## src/rtl/addsub_pkg.sv

```systemverilog
// addsub_pkg: shared state encoding and default sizing for the sequential add/sub.
package addsub_pkg;
  typedef enum logic [1:0] {IDLE, RUN, DONE} state_e;
  localparam int DEF_WIDTH = 16;
  localparam int DEF_CHUNK = 4;
endpackage

```

## src/rtl/addsub_chunk.sv

```systemverilog
// addsub_chunk: combinational CHUNK-bit ripple adder built from 1-bit full-adder cells.
module addsub_fa (
  input  logic a,
  input  logic b,
  input  logic ci,
  output logic s,
  output logic co
);
  assign s  = a ^ b ^ ci;
  assign co = (a & b) | (ci & (a ^ b));
endmodule

module addsub_chunk #(
  parameter int CHUNK = 4
) (
  input  logic [CHUNK-1:0] a,
  input  logic [CHUNK-1:0] b,
  input  logic             ci,
  output logic [CHUNK-1:0] s,
  output logic             co,
  output logic             c_top
);
  logic [CHUNK:0] c;
  assign c[0] = ci;
  for (genvar i = 0; i < CHUNK; i++) begin : g_fa
    addsub_fa u_fa (.a(a[i]), .b(b[i]), .ci(c[i]), .s(s[i]), .co(c[i+1]));
  end
  assign co    = c[CHUNK];
  assign c_top = c[CHUNK-1];
endmodule

```

## src/rtl/addsub_seq.sv

```systemverilog
// addsub_seq: multi-cycle two's-complement add/sub, CHUNK bits per cycle through a
// registered carry, with valid/ready on both sides and carry/overflow/zero flags.
module addsub_seq
  import addsub_pkg::*;
#(
  parameter int WIDTH = DEF_WIDTH,
  parameter int CHUNK = DEF_CHUNK
) (
  input  logic             clk,
  input  logic             rst,
  input  logic             in_valid,
  output logic             in_ready,
  input  logic [WIDTH-1:0] a,
  input  logic [WIDTH-1:0] b,
  input  logic             s_op,
  input  logic             cin,
  output logic             out_valid,
  input  logic             out_ready,
  output logic [WIDTH-1:0] s,
  output logic             cout,
  output logic             ovf,
  output logic             zero
);
  localparam int NCHUNK = WIDTH / CHUNK;
  localparam int IW = NCHUNK > 1 ? $clog2(NCHUNK) : 1;
  state_e           state_q;
  logic [WIDTH-1:0] a_q, b_q, s_q, s_d;
  logic [IW-1:0]    idx_q;
  logic             carry_q, in_ready_q, out_valid_q, cout_q, ovf_q, zero_q;
  logic [CHUNK-1:0] sum;
  logic             co, c_top, last;
  addsub_chunk #(.CHUNK(CHUNK)) u_chunk (
    .a(a_q[int'(idx_q)*CHUNK +: CHUNK]),
    .b(b_q[int'(idx_q)*CHUNK +: CHUNK]),
    .ci(carry_q),
    .s(sum),
    .co(co),
    .c_top(c_top)
  );
  assign last = idx_q == IW'(NCHUNK - 1);
  always_comb begin
    s_d = s_q;
    s_d[int'(idx_q)*CHUNK +: CHUNK] = sum;
  end
  always_ff @(posedge clk or posedge rst) begin
    if (rst) begin
      state_q     <= IDLE;
      a_q         <= '0;
      b_q         <= '0;
      s_q         <= '0;
      idx_q       <= '0;
      carry_q     <= 1'b0;
      in_ready_q  <= 1'b1;
      out_valid_q <= 1'b0;
      cout_q      <= 1'b0;
      ovf_q       <= 1'b0;
      zero_q      <= 1'b0;
    end else begin
      case (state_q)
        IDLE: if (in_valid) begin
          a_q        <= a;
          b_q        <= b ^ {WIDTH{s_op}};
          carry_q    <= cin;
          idx_q      <= '0;
          s_q        <= '0;
          in_ready_q <= 1'b0;
          state_q    <= RUN;
        end
        RUN: begin
          s_q     <= s_d;
          carry_q <= co;
          idx_q   <= idx_q + IW'(1);
          if (last) begin
            cout_q      <= co;
            ovf_q       <= c_top ^ co;
            zero_q      <= s_d == '0;
            out_valid_q <= 1'b1;
            state_q     <= DONE;
          end
        end
        DONE: if (out_ready) begin
          out_valid_q <= 1'b0;
          in_ready_q  <= 1'b1;
          state_q     <= IDLE;
        end
        default: state_q <= IDLE;
      endcase
    end
  end
  assign in_ready  = in_ready_q;
  assign out_valid = out_valid_q;
  assign s         = s_q;
  assign cout      = cout_q;
  assign ovf       = ovf_q;
  assign zero      = zero_q;
endmodule

```

## config.mk

```make
export PLATFORM = sky130hd
export DESIGN_NAME = addsub_seq
export DESIGN_NICKNAME = d
export VERILOG_FILES = /design/src/rtl/addsub_pkg.sv /design/src/rtl/addsub_chunk.sv /design/src/rtl/addsub_seq.sv
export SDC_FILE = /design/constraint.sdc
export NUM_CORES = 1
export LEC_CHECK = 0
export BUFFER_PORTS_ARGS = -buffer_cell sky130_fd_sc_hd__buf_2
export CAP_MARGIN = 10
export CORE_AREA = 2 2 89 91
export CTS_BUF_LIST = sky130_fd_sc_hd__clkbuf_16
export DETAILED_ROUTE_END_ITERATION = 12
export DIE_AREA = 0 0 91 93
export GPL_TIMING_DRIVEN = 0
export SYNTH_ARGS = -nofsm -noshare
export SYNTH_HDL_FRONTEND = slang
export SYNTH_HIERARCHICAL = 1
export SYNTH_SLANG_ARGS = --single-unit
export TNS_END_PERCENT = 100
```

## constraint.sdc

```tcl
create_clock -name clk -period 8.4 [get_ports clk]
set_input_delay 0.42 -clock clk [delete_from_list [all_inputs] [get_ports clk]]
set_output_delay 0.42 -clock clk [all_outputs]
set_load 0.01 [all_outputs]
```

==> reports/results.tsv, run 1 <==
stage	metric	value	unit
timing	hold_slack	0.09091	ns
route	drc_errors	0	
timing	layout_min_cycle_time	4.299	ns
place	pre_cts_slack	4.139	ns
power_and_ir_drop	p_comb_share	50.2	%
final_layout	drive_gt1_share	27.25	%
critical_path	start_kind	flip-flop	
place	gp_congestion	0.8431	
synth	syn_area_per_cell	10.31	um^2
critical_path	crit_fanout	10	
critical_path	r2r_setup_slack	4.10	ns
critical_path	path_class	flip-flop to flip-flop	
synth	ys_ff_latch	58	
timing	hold_viol	0	
synth	ys_top_cells_by_area	dfrtp_1 49%, nand2_1 11%, mux4_2 6.2%	
synth	synthFlopType	dfrtp_1	
final_layout	antenna_cells	0	
synth	seq_area_frac_synth	49.98	%
floorplan	die_w	91	um
synth	synth_fp_nets	330	
global_route	grt_max_degree	41	
global_route	grt_antenna_before_repair	0	
global_route	grt_pass1_wl	11360	um
power_and_ir_drop	power_frac_clock	21.1	%
clock_tree	cts_buffers	9	
route	vias	2313	
clock_tree	cts-root-buf	clkbuf_16	
floorplan	die_y	93	um
final_layout	final_common_cell	nand2_1	
timing	fin_crit_sh	51.18	%
final_layout	area_growth_syn_to_layout	24.71	%
critical_path	regToRegStartpoint	idx_q[0]	
timing	rsz0062_at_grt	no	
floorplan	start_util	38.61	%
place	io_buffers	57	
power_and_ir_drop	total_leakage_power	1.747	nW
status	status	completed	
final_layout	layout_common_cells	83 x nand2_1, 64 x buf_2, 57 x dfrtp_1	
synth	async_flop_share	100.0	%
clock_tree	path_clk_slew	0.05	ns
hold_path	min-delay-path-class	primary input to asynchronous set/reset pin	
synth	synth_top_area_share	49.07	%
route	drt_iter0_drc	79	
floorplan	io_pins	59	
final_layout	nFillCells	775	
power_and_ir_drop	power.sequential.fraction	28.7	%
power_and_ir_drop	peakVddDrop	193.1	uV
route	avgViaCountPerCell	5.050	
final_layout	fin_nets	399	
synth	synthCells	282	
global_route	first_global_vias	2354	
clock_tree	cts.htree.levels	3	
global_route	grt-ovfl-total	0	
global_route	grt_usage	17.30	%
power_and_ir_drop	p_int	976.1	uW
route	first_pass_iters	4	
synth	synth_edf_count	0	
clock_tree	clock_path_buffers	2	
timing	setup_viol	0	
power_and_ir_drop	switching_share	41.00	%
critical_path	worst_r2r_path_depth	10	
critical_path	timing.rr.end	zero	
route	wl_per_cell	14.64	um
timing	setup_tns	0	ns
timing	setup_slack	4.101	ns
power_and_ir_drop	switchingPower	678.2	uW
floorplan	core	7527	um^2
synth	yosys.area.top_type	dfrtp_1	
route	antenna_left	0	
power_and_ir_drop	power.density	456.4	nW/um^2
critical_path	crit_arrival	4.52	ns
timing	fmax	232.6	MHz
synth	syn_area	2907	um^2
synth	yosysWarnings	6	
place	place_hpwl	4876	um
final_layout	post-route-util	48.15	%
timing	final.setup_skew	0.004090	ns
timing	max_slew_margin	55.43	%
synth	synth_cell_types	40	
clock_tree	cts_tree	done	
timing	maxSlewViolCount	0	
clock_tree	clock_latency	0.32	ns
flow_run	cap_violations	0	
timing	worst_slew_pin_slew	0.6634	ns
critical_path	worstPathRequired	8.62	ns
clock_tree	post_cts_buffers	0	
route	wirelength	6704	um
critical_path	critPathCaptureType	flip-flop	
clock_tree	cts_hold_buf	0	
floorplan	die_area	8463	um^2
clock_tree	clock-sinks	58	
floorplan	num_rows	32	
clock_tree	cts_resized	0	
## routing by layer
| layer | part of all wire, % | up-vias | global-route usage (%) |
|---|---|---|---|
| met5 | 0 | - | 0 |
| met2 | 49 | 62 | 29.94 |
| met1 | 45 | 1118 | 21.05 |
| met3 | 3.8 | 13 | 3.304 |
| met4 | 1.9 | 0 | 7.828 |
| li1 | - | 1120 | - |
## cells by family after synthesis
kind of cell	share of synthesized area, %
DFF	49.98
adders and majority gates	5.338
muxes	6.931
and+or+nand+nor	16.40
buffers and inverters	3.142
xor gates and xnor gates	5.123
AOI/OAI and AO/OA	13.09
## metrics by stage
step	instance area, um^2	power, mW	instances
6_report	3625	1.654	458
5_1_grt	3625	1.768	458
4_1_cts	3625	1.671	458
3_5_place_dp	3339	1.311	442
3_3_place_gp	3319	1.292	441
2_1_floorplan	2907	1.065	282
## worst max-delay path by stage
| stage | to | cells past startpoint | start |
|---|---|---|---|
| finish | zero | 10 | idx_q[0] |
| floorplan | zero | 10 | idx_q[0] |
| CTS | zero | 10 | idx_q[0] |
| global placement | zero | 10 | idx_q[0] |
| detailed placement | zero | 10 | idx_q[0] |
| global route | zero | 10 | idx_q[0] |
## power by group through the flow
stage / Sequential (mW) / Combinational [mW] / Clock, mW
after floorplan: 0.475 / 0.591 / 0
after global placement: 0.474 / 0.818 / 0
after detailed placement: 0.479 / 0.832 / 0
after CTS: 0.476 / 0.837 / 0.357
after global routing: 0.491 / 0.907 / 0.369
final: 0.475 / 0.830 / 0.349
## state kept, by name (all words and copies together), names as in the netlist
signal,cells
out_valid,1
cout,1
ovf,1
a_q,16
carry_q,1
idx_q,2
in_ready,1
zero,1
state_q,2
s,16
b_q,16
## critical path, cell delays in order, from the launching register on
cell and delay [ns]:
dfrtp_1 0.50, buf_6 0.23, mux4_2 0.56, fa_1 0.45, fa_1 0.41, fa_1 0.44
fa_1 0.58, or2_2 0.31, a211oi_1 0.23, nand3_1 0.14, o41ai_2 0.35
## area by class of cell
type,count,area [um^2],area share [%]
Sequential cell,58,1453,40.08
Multi-Input combinational cell,204,1363,37.59
Timing Repair Buffer,58,305.3,8.423
Clock buffer,9,225.2,6.213
Tap cell,102,127.6,3.521
Buffer,14,68.82,1.899
Clock inverter,7,60.06,1.657
Inverter,6,22.52,0.6213
## synth_stat cells (2+ instances only)
master    number
nor2_1         5
dfrtp_1       57
buf_2          7
inv_1          6
nor4_1         3
nand2_1       83
clkbuf_1       5
nor3_1         3
xnor2_1       17
fa_1           4
o31ai_1        2
nor2b_1        2
mux4_2         8
o21ai_1        5
nand3_1        5
a21oi_1        5
a32o_1        11
ha_1           6
nand2_2        2
o21ai_0       26
Note: power is estimated with default switching activity, not from simulation.
==> run 2, diff against run 1 <==
--- a/config.mk
+++ b/config.mk
@@ -5,12 +5,13 @@
 export SDC_FILE = /design/constraint.sdc
 export NUM_CORES = 1
 export LEC_CHECK = 0
+export ABC_AREA = 1
 export BUFFER_PORTS_ARGS = -buffer_cell sky130_fd_sc_hd__buf_2
 export CAP_MARGIN = 10
-export CORE_AREA = 2 2 89 91
+export CORE_AREA = 2 2 91 93
 export CTS_BUF_LIST = sky130_fd_sc_hd__clkbuf_16
 export DETAILED_ROUTE_END_ITERATION = 12
-export DIE_AREA = 0 0 91 93
+export DIE_AREA = 0 0 93 95
 export GPL_TIMING_DRIVEN = 0
 export SYNTH_ARGS = -nofsm -noshare
 export SYNTH_HDL_FRONTEND = slang
==> constraint.sdc (replaced) <==
create_clock -name clk -period 4.07 [get_ports clk]
set_input_delay 0.2035 -clock clk [delete_from_list [all_inputs] [get_ports clk]]
set_output_delay 0.2035 -clock clk [all_outputs]
set_load 0.01 [all_outputs]
==> run 2 against run 1 <==
  * Final area up 5.2%
  * Worst setup slack got worse by 3.9 ns
  * Highest routed layer unchanged
  * Via count rose by 17%
  * Largest cell class unchanged
==> reports/results.tsv, run 2 <==
stage	metric	value	unit
timing	hold_viol	0	
synth	syn_area	3082	um^2
floorplan	start_util	38.87	%
global_route	grt_antenna_before_repair	0	
synth	yosys.area.top_type	dfrtp_1	
timing	layout_min_cycle_time	3.833	ns
clock_tree	post_cts_buffers	0	
synth	synthFlopType	dfrtp_1	
route	wl_per_cell	13.11	um
place	postPlaceCellArea	3518	um^2
clock_tree	cts-root-buf	clkbuf_16	
critical_path	cpPeakStageDelay	0.56	ns
clock_tree	cts_tree	done	
final_layout	post-route-util	48.09	%
route	antenna_left	0	
timing	setup_tns	0	ns
place	place_hpwl	5502	um
synth	seq_area_frac_synth	47.14	%
timing	fin_crit_sh	94.18	%
critical_path	regToRegStartpoint	idx_q[0]	
critical_path	crit_family	adder cells	
final_layout	drive_gt1_share	19.74	%
synth	synth_top_area_share	46.29	%
hold_path	hold_path_end	a_q[13]	
critical_path	path_buf_inv	3	
critical_path	crit_arrival	4.05	ns
critical_path	path_class	flip-flop to flip-flop	
critical_path	critPathSlowestCell	fa_1	
flow_run	cap_violations	0	
floorplan	core	7928	um^2
clock_tree	clock-sinks	58	
synth	yosysWarnings	6	
global_route	grt_max_degree	41	
synth	ys_top_cells_by_area	dfrtp_1 46%, nand2_1 17%, o21ai_0 6.7%	
clock_tree	cts.htree.levels	3	
final_layout	area_growth_syn_to_layout	23.71	%
clock_tree	path_clk_slew	0.05	ns
final_layout	nFillCells	844	
timing	fmax	260.9	MHz
critical_path	r2r_setup_slack	0.24	ns
timing	setup_slack	0.2370	ns
synth	syn_area_per_cell	7.882	um^2
route	vias	2705	
critical_path	worstPathRequired	4.28	ns
critical_path	start_kind	flip-flop	
global_route	grt_pass1_wl	13240	um
timing	maxSlewViolCount	0	
place	io_buffers	57	
route	wirelength	7486	um
synth	yosysMostFrequentCell	nand2_1	
final_layout	final_common_cell	nand2_1	
hold_path	hold_path_startpoint	a[13]	
global_route	grt_usage	19.41	%
synth	async_flop_share	100.0	%
hold_path	worstHoldPathCells	3	
place	pre_cts_slack	0.1741	ns
global_route	grt-ovfl-total	0	
power_and_ir_drop	total_leakage_power	2.020	nW
critical_path	timing.rr.end	zero	
status	status	completed	
timing	rsz0062_at_grt	no	
route	avgViaCountPerCell	4.737	
clock_tree	clock_latency	0.33	ns
synth	synth_edf_count	0	
floorplan	num_rows	33	
timing	max_slew_margin	68.26	%
global_route	first_global_vias	2798	
route	first_pass_iters	4	
final_layout	layout_common_cells	139 x nand2_1, 66 x buf_2, 56 x dfrtp_1	
power_and_ir_drop	peakVddDrop	290.1	uV
critical_path	path_cells	buf_2 > inv_2 > buf_2 > o21ai_0 > o22ai_1 > fa_1 > fa_1 > fa_1 > fa_1 > nand2_1 > o21ai_0 > nor2_1 > nand2_1 > nor2_1 > nand2_1 > nand2_1	
route	drt_iter0_drc	103	
synth	ys_ff_latch	58	
floorplan	die_area	8835	um^2
final_layout	final_cell_area	3812	um^2
power_and_ir_drop	power.density	911.6	nW/um^2
route	drc_errors	0	
floorplan	die_y	95	um
synth	synth_cell_types	25	
floorplan	die_w	93	um
timing	final.setup_skew	0.006234	ns
timing	setup_viol	0	
critical_path	crit_fanout	12	
critical_path	critPathCaptureType	flip-flop	
clock_tree	clock_path_buffers	2	
critical_path	worst_r2r_path_depth	16	
floorplan	io_pins	59	
final_layout	fin_nets	509	
hold_path	min-delay-path-class	primary input to flip-flop	
synth	ys_top_cells_by_count	139 x nand2_1, 57 x dfrtp_1, 41 x o21ai_0, 37 x nor2_1, 24 x inv_1	
synth	synthCells	391	
timing	worst_slew_pin_slew	0.4760	ns
place	gp_congestion	0.8940	
synth	synth_fp_nets	439	
final_layout	antenna_cells	0	
clock_tree	cts_buffers	9	
## run 2: cell families (layout without fill, tap and decap cells)
kind of cell | count (synthesis) | count (layout) | synth area share (%)
adders and majority gates | 10 | 10 | 5.035
and+or+nand+nor | 204 | 204 | 26.63
buffers and inverters | 45 | 120 | 6.455
DFF | 58 | 58 | 47.14
xor gates and xnor gates | 17 | 17 | 4.831
AOI/OAI and AO/OA | 57 | 57 | 9.907
## run 2: worst max-delay path by stage
stage | from | to | slack, ns | depth (start not counted)
after detailed placement | idx_q[1] | zero | 0.17 | 15
after CTS | idx_q[1] | zero | 0.14 | 14
final | idx_q[0] | zero | 0.24 | 16
after global routing | idx_q[0] | zero | 0.04 | 16
after global placement | idx_q[1] | zero | 0.16 | 14
after floorplan | idx_q[0] | zero | 0.68 | 17
## run 2: area by class of cell
cell class	count	area, um^2	share of cell area, %
sequential	58	1454	38.14
multi-input combinational	288	1430	37.51
timing repair buffer	59	315.3	8.270
clock buffer	9	225.2	5.907
tap	105	131.4	3.446
inverter	28	108.9	2.855
buffer	17	93.84	2.461
clock inverter	7	53.80	1.411
## run 2: what timing repair did
item | 4_1_cts | 5_1_grt
endpoints found under the hold margin | 18 | 0
setup endpoints to repair | 0 | 2
hold buffers | 1 | 0
resized for setup | 0 | 2
## run 2: routing by layer
layer,track usage (%),wire length [um],up-vias,part of all wire (%)
li1,-,-,1384,-
met3,3.671,268,16,3.6
met5,0,0,-,0
met1,25.66,3554,1243,47
met4,8.701,183,0,2.4
met2,31.10,3480,62,46
## run 2: power breakdown
| group | switching (mW) | total, mW | internal (mW) | leakage (nW) |
|---|---|---|---|---|
| clock network | 0.247 | 0.707 | 0.460 | 0.144 |
| registers | 0.182 | 1.03 | 0.844 | 0.737 |
| logic | 1.09 | 1.74 | 0.649 | 1.14 |
| total | 1.52 | 3.48 | 1.95 | 2.02 |
## run 2: stage by stage
| step | hold slack (ns) | std cells | power [mW] |
|---|---|---|---|
| CTS | 0.07097 | 571 | 3.496 |
| detailed placement | 0.2243 | 554 | 2.761 |
| finish | 0.07432 | 571 | 3.475 |
| floorplan | 0.3017 | 391 | 2.240 |
| global placement | 0.4019 | 553 | 2.731 |
| global route | 0.07788 | 571 | 3.820 |
## run 2: worst reg2reg max path: cells and delay by family, from the launching register on
| kind | cells | cell delay [ns] |
|---|---|---|
| AOI/OAI and AO/OA | 3 | 0.55 |
| adders and majority gates | 4 | 1.84 |
| buffers and inverters | 3 | 0.56 |
| DFF | 1 | 0.39 |
| and+or+nand+nor | 6 | 0.39 |
==> run 3, diff against run 2 <==
--- a/config.mk
+++ b/config.mk
@@ -8,11 +8,14 @@
 export ABC_AREA = 1
 export BUFFER_PORTS_ARGS = -buffer_cell sky130_fd_sc_hd__buf_2
 export CAP_MARGIN = 10
-export CORE_AREA = 2 2 91 93
+export CELL_PAD_IN_SITES_DETAIL_PLACEMENT = 1
+export CELL_PAD_IN_SITES_GLOBAL_PLACEMENT = 1
+export CORE_AREA = 4 4 93 95
 export CTS_BUF_LIST = sky130_fd_sc_hd__clkbuf_16
 export DETAILED_ROUTE_END_ITERATION = 12
-export DIE_AREA = 0 0 93 95
+export DIE_AREA = 0 0 97 99
 export GPL_TIMING_DRIVEN = 0
+export PLACE_DENSITY_LB_ADDON = 0.1
 export SYNTH_ARGS = -nofsm -noshare
 export SYNTH_HDL_FRONTEND = slang
 export SYNTH_HIERARCHICAL = 1
==> run 3 against run 2 <==
  * Clock skew down 0.0013 ns
  * Sequential share of layout area is 0.093 points higher
  * Worst setup slack improved by 0.034 ns
  * Flip-flop and latch count did not move
  * Maximum frequency increased by 0.91%
  * Critical endpoint unchanged
  * Highest routed layer unchanged
  * Largest power group unchanged
  * Final area fell by 0.33%
  * Critical path depth grew 1
  * Non-clock buffer count grew 2
  * Hold slack lost 0.0040 ns
  * Cell count fell by 0.18%
  * Core utilization increased by 1.1 points
  * Sequential power barely moved
==> reports/results.tsv, run 3 (same netlist as run 2, synthesis figures left out) <==
stage	metric	value	unit
route	drc_errors	0	
timing	worst_slew_pin_slew	0.4913	ns
clock_tree	path_clk_slew	0.05	ns
clock_tree	clock-sinks	58	
critical_path	path_class	flip-flop to flip-flop	
final_layout	area_growth_syn_to_layout	23.30	%
critical_path	crit_arrival	4.01	ns
power_and_ir_drop	switchingPower	1.603	mW
timing	hold_viol	0	
floorplan	core	7727	um^2
power_and_ir_drop	switching_share	45.53	%
hold_path	min-delay-path-class	primary input to flip-flop	
global_route	grt_max_degree	41	
timing	setup_viol	0	
critical_path	critPathCaptureType	flip-flop	
global_route	grt_pass1_wl	15080	um
power_and_ir_drop	total_leakage_power	2.025	nW
floorplan	io_pins	59	
power_and_ir_drop	p_comb_share	52.1	%
global_route	first_global_vias	3148	
floorplan	num_rows	32	
final_layout	final_common_cell	nand2_1	
route	first_pass_iters	4	
clock_tree	clock_latency	0.33	ns
timing	fmax	263.3	MHz
clock_tree	clock_path_buffers	2	
route	drt_iter0_drc	89	
floorplan	die_area	9603	um^2
place	gp_congestion	0.8494	
route	antenna_left	0	
route	avgViaCountPerCell	4.928	
power_and_ir_drop	peakVddDrop	302.0	uV
final_layout	fin_nets	511	
floorplan	die_w	97	um
route	vias	2809	
timing	fin_crit_sh	93.33	%
place	place_inst	551	
route	wl_per_cell	15.20	um
clock_tree	cts_tree	done	
clock_tree	cts.htree.levels	3	
final_layout	fin_cells	570	
power_and_ir_drop	power.density	926.5	nW/um^2
floorplan	die_y	99	um
final_layout	layout_common_cells	139 x nand2_1, 65 x buf_2, 57 x dfrtp_1	
critical_path	worstPathRequired	4.29	ns
critical_path	start_kind	flip-flop	
power_and_ir_drop	p_int	1.918	mW
final_layout	multi_input_area	1433	um^2
timing	layout_min_cycle_time	3.799	ns
global_route	grt_usage	19.38	%
global_route	grt-ovfl-total	0	
status	status	completed	
final_layout	antenna_cells	0	
final_layout	post-route-util	49.17	%
timing	setup_tns	0	ns
critical_path	crit_fanout	12	
power_and_ir_drop	power.sequential.fraction	29.5	%
clock_tree	cts-root-buf	clkbuf_16	
final_layout	nFillCells	1004	
place	pre_cts_slack	0.1097	ns
timing	maxSlewViolCount	0	
final_layout	drive_gt1_share	19.66	%
floorplan	start_util	39.88	%
clock_tree	cts_buffers	9	
timing	rsz0062_at_grt	no	
place	place_hpwl	6523	um
timing	max_slew_margin	67.24	%
global_route	grt_antenna_before_repair	0	
timing	final.setup_skew	0.004900	ns
power_and_ir_drop	power_frac_clock	18.4	%
place	io_buffers	57	
final_layout	seq_area	1453	um^2
timing	setup_slack	0.2714	ns
route	wirelength	8665	um
flow_run	cap_violations	0	
-- run 3: path summary, 6_finish.rpt --
| path | depth (start not counted) | slack (ns) | startpoint | end |
|---|---|---|---|---|
| hold / removal | 3 | 0.07 | a[3] | a_q[3] |
| setup reg to reg | 17 | 0.27 | idx_q[0] | zero |
| hold reg to reg | 2 | 0.47 | cout | cout |
| min in group asynchronous | 3 | 0.44 | rst | a_q[3] |
| setup / recovery | 17 | 0.27 | idx_q[0] | zero |
| max in group asynchronous | 4 | 2.98 | rst | in_ready |
-- run 3: power by group through the flow --
| stage | logic [mW] | registers [mW] | clock network, mW |
|---|---|---|---|
| after floorplan | 1.22 | 1.02 | 0 |
| after global routing | 2.11 | 1.07 | 0.688 |
| after CTS | 1.83 | 1.04 | 0.657 |
| after global placement | 1.76 | 1.03 | 0 |
| final | 1.83 | 1.04 | 0.648 |
| after detailed placement | 1.82 | 1.04 | 0 |
-- run 3: metrics by stage --
step                cell area [um^2]  power (mW)  hold slack [ns]
finish                          3800       3.521          0.07034
floorplan                       3082       2.240           0.3017
detailed placement              3515       2.860           0.2467
CTS                             3776       3.532          0.07222
global placement                3495       2.790           0.4007
global route                    3800       3.871          0.08414
-- run 3: what timing repair did --
item | in CTS | in global routing
gates resized for setup | 0 | 5
buffers inserted | 0 | 2
hold buffers | 1 | 0
setup endpoints to repair | 0 | 1
endpoints found under the hold margin | 18 | 0
-- run 3: cell type report --
class                           instances  area share [%]
Multi-Input combinational cell        288           37.70
Clock inverter                          7          0.6915
Buffer                                 17           2.535
Sequential cell                        58           38.23
Inverter                               28           2.865
Clock buffer                            9           5.927
Tap cell                              102           3.359
Timing Repair Buffer                   61           8.693
-- run 3: worst max-delay path, stage by stage (launching register included) --
cell and delay, ns:
dfrtp_1 0.41, clkbuf_4 0.21, inv_2 0.09, buf_2 0.23, o21ai_1 0.16, o22ai_1 0.12, fa_1 0.42, fa_1 0.39
fa_1 0.45, fa_2 0.60, nand2_1 0.08, nand3b_1 0.17, nand2_1 0.10, nor2_1 0.05, nand2_1 0.06, nor2_1 0.04
nand2_1 0.06, nand2_1 0.04
-- run 3: per-layer routing --
layer | GRT usage (%) | wire, um
met1 | 23.51 | 3777
met2 | 35.14 | 4410
met3 | 3.114 | 378
met4 | 6.156 | 99
met5 | 0 | 0
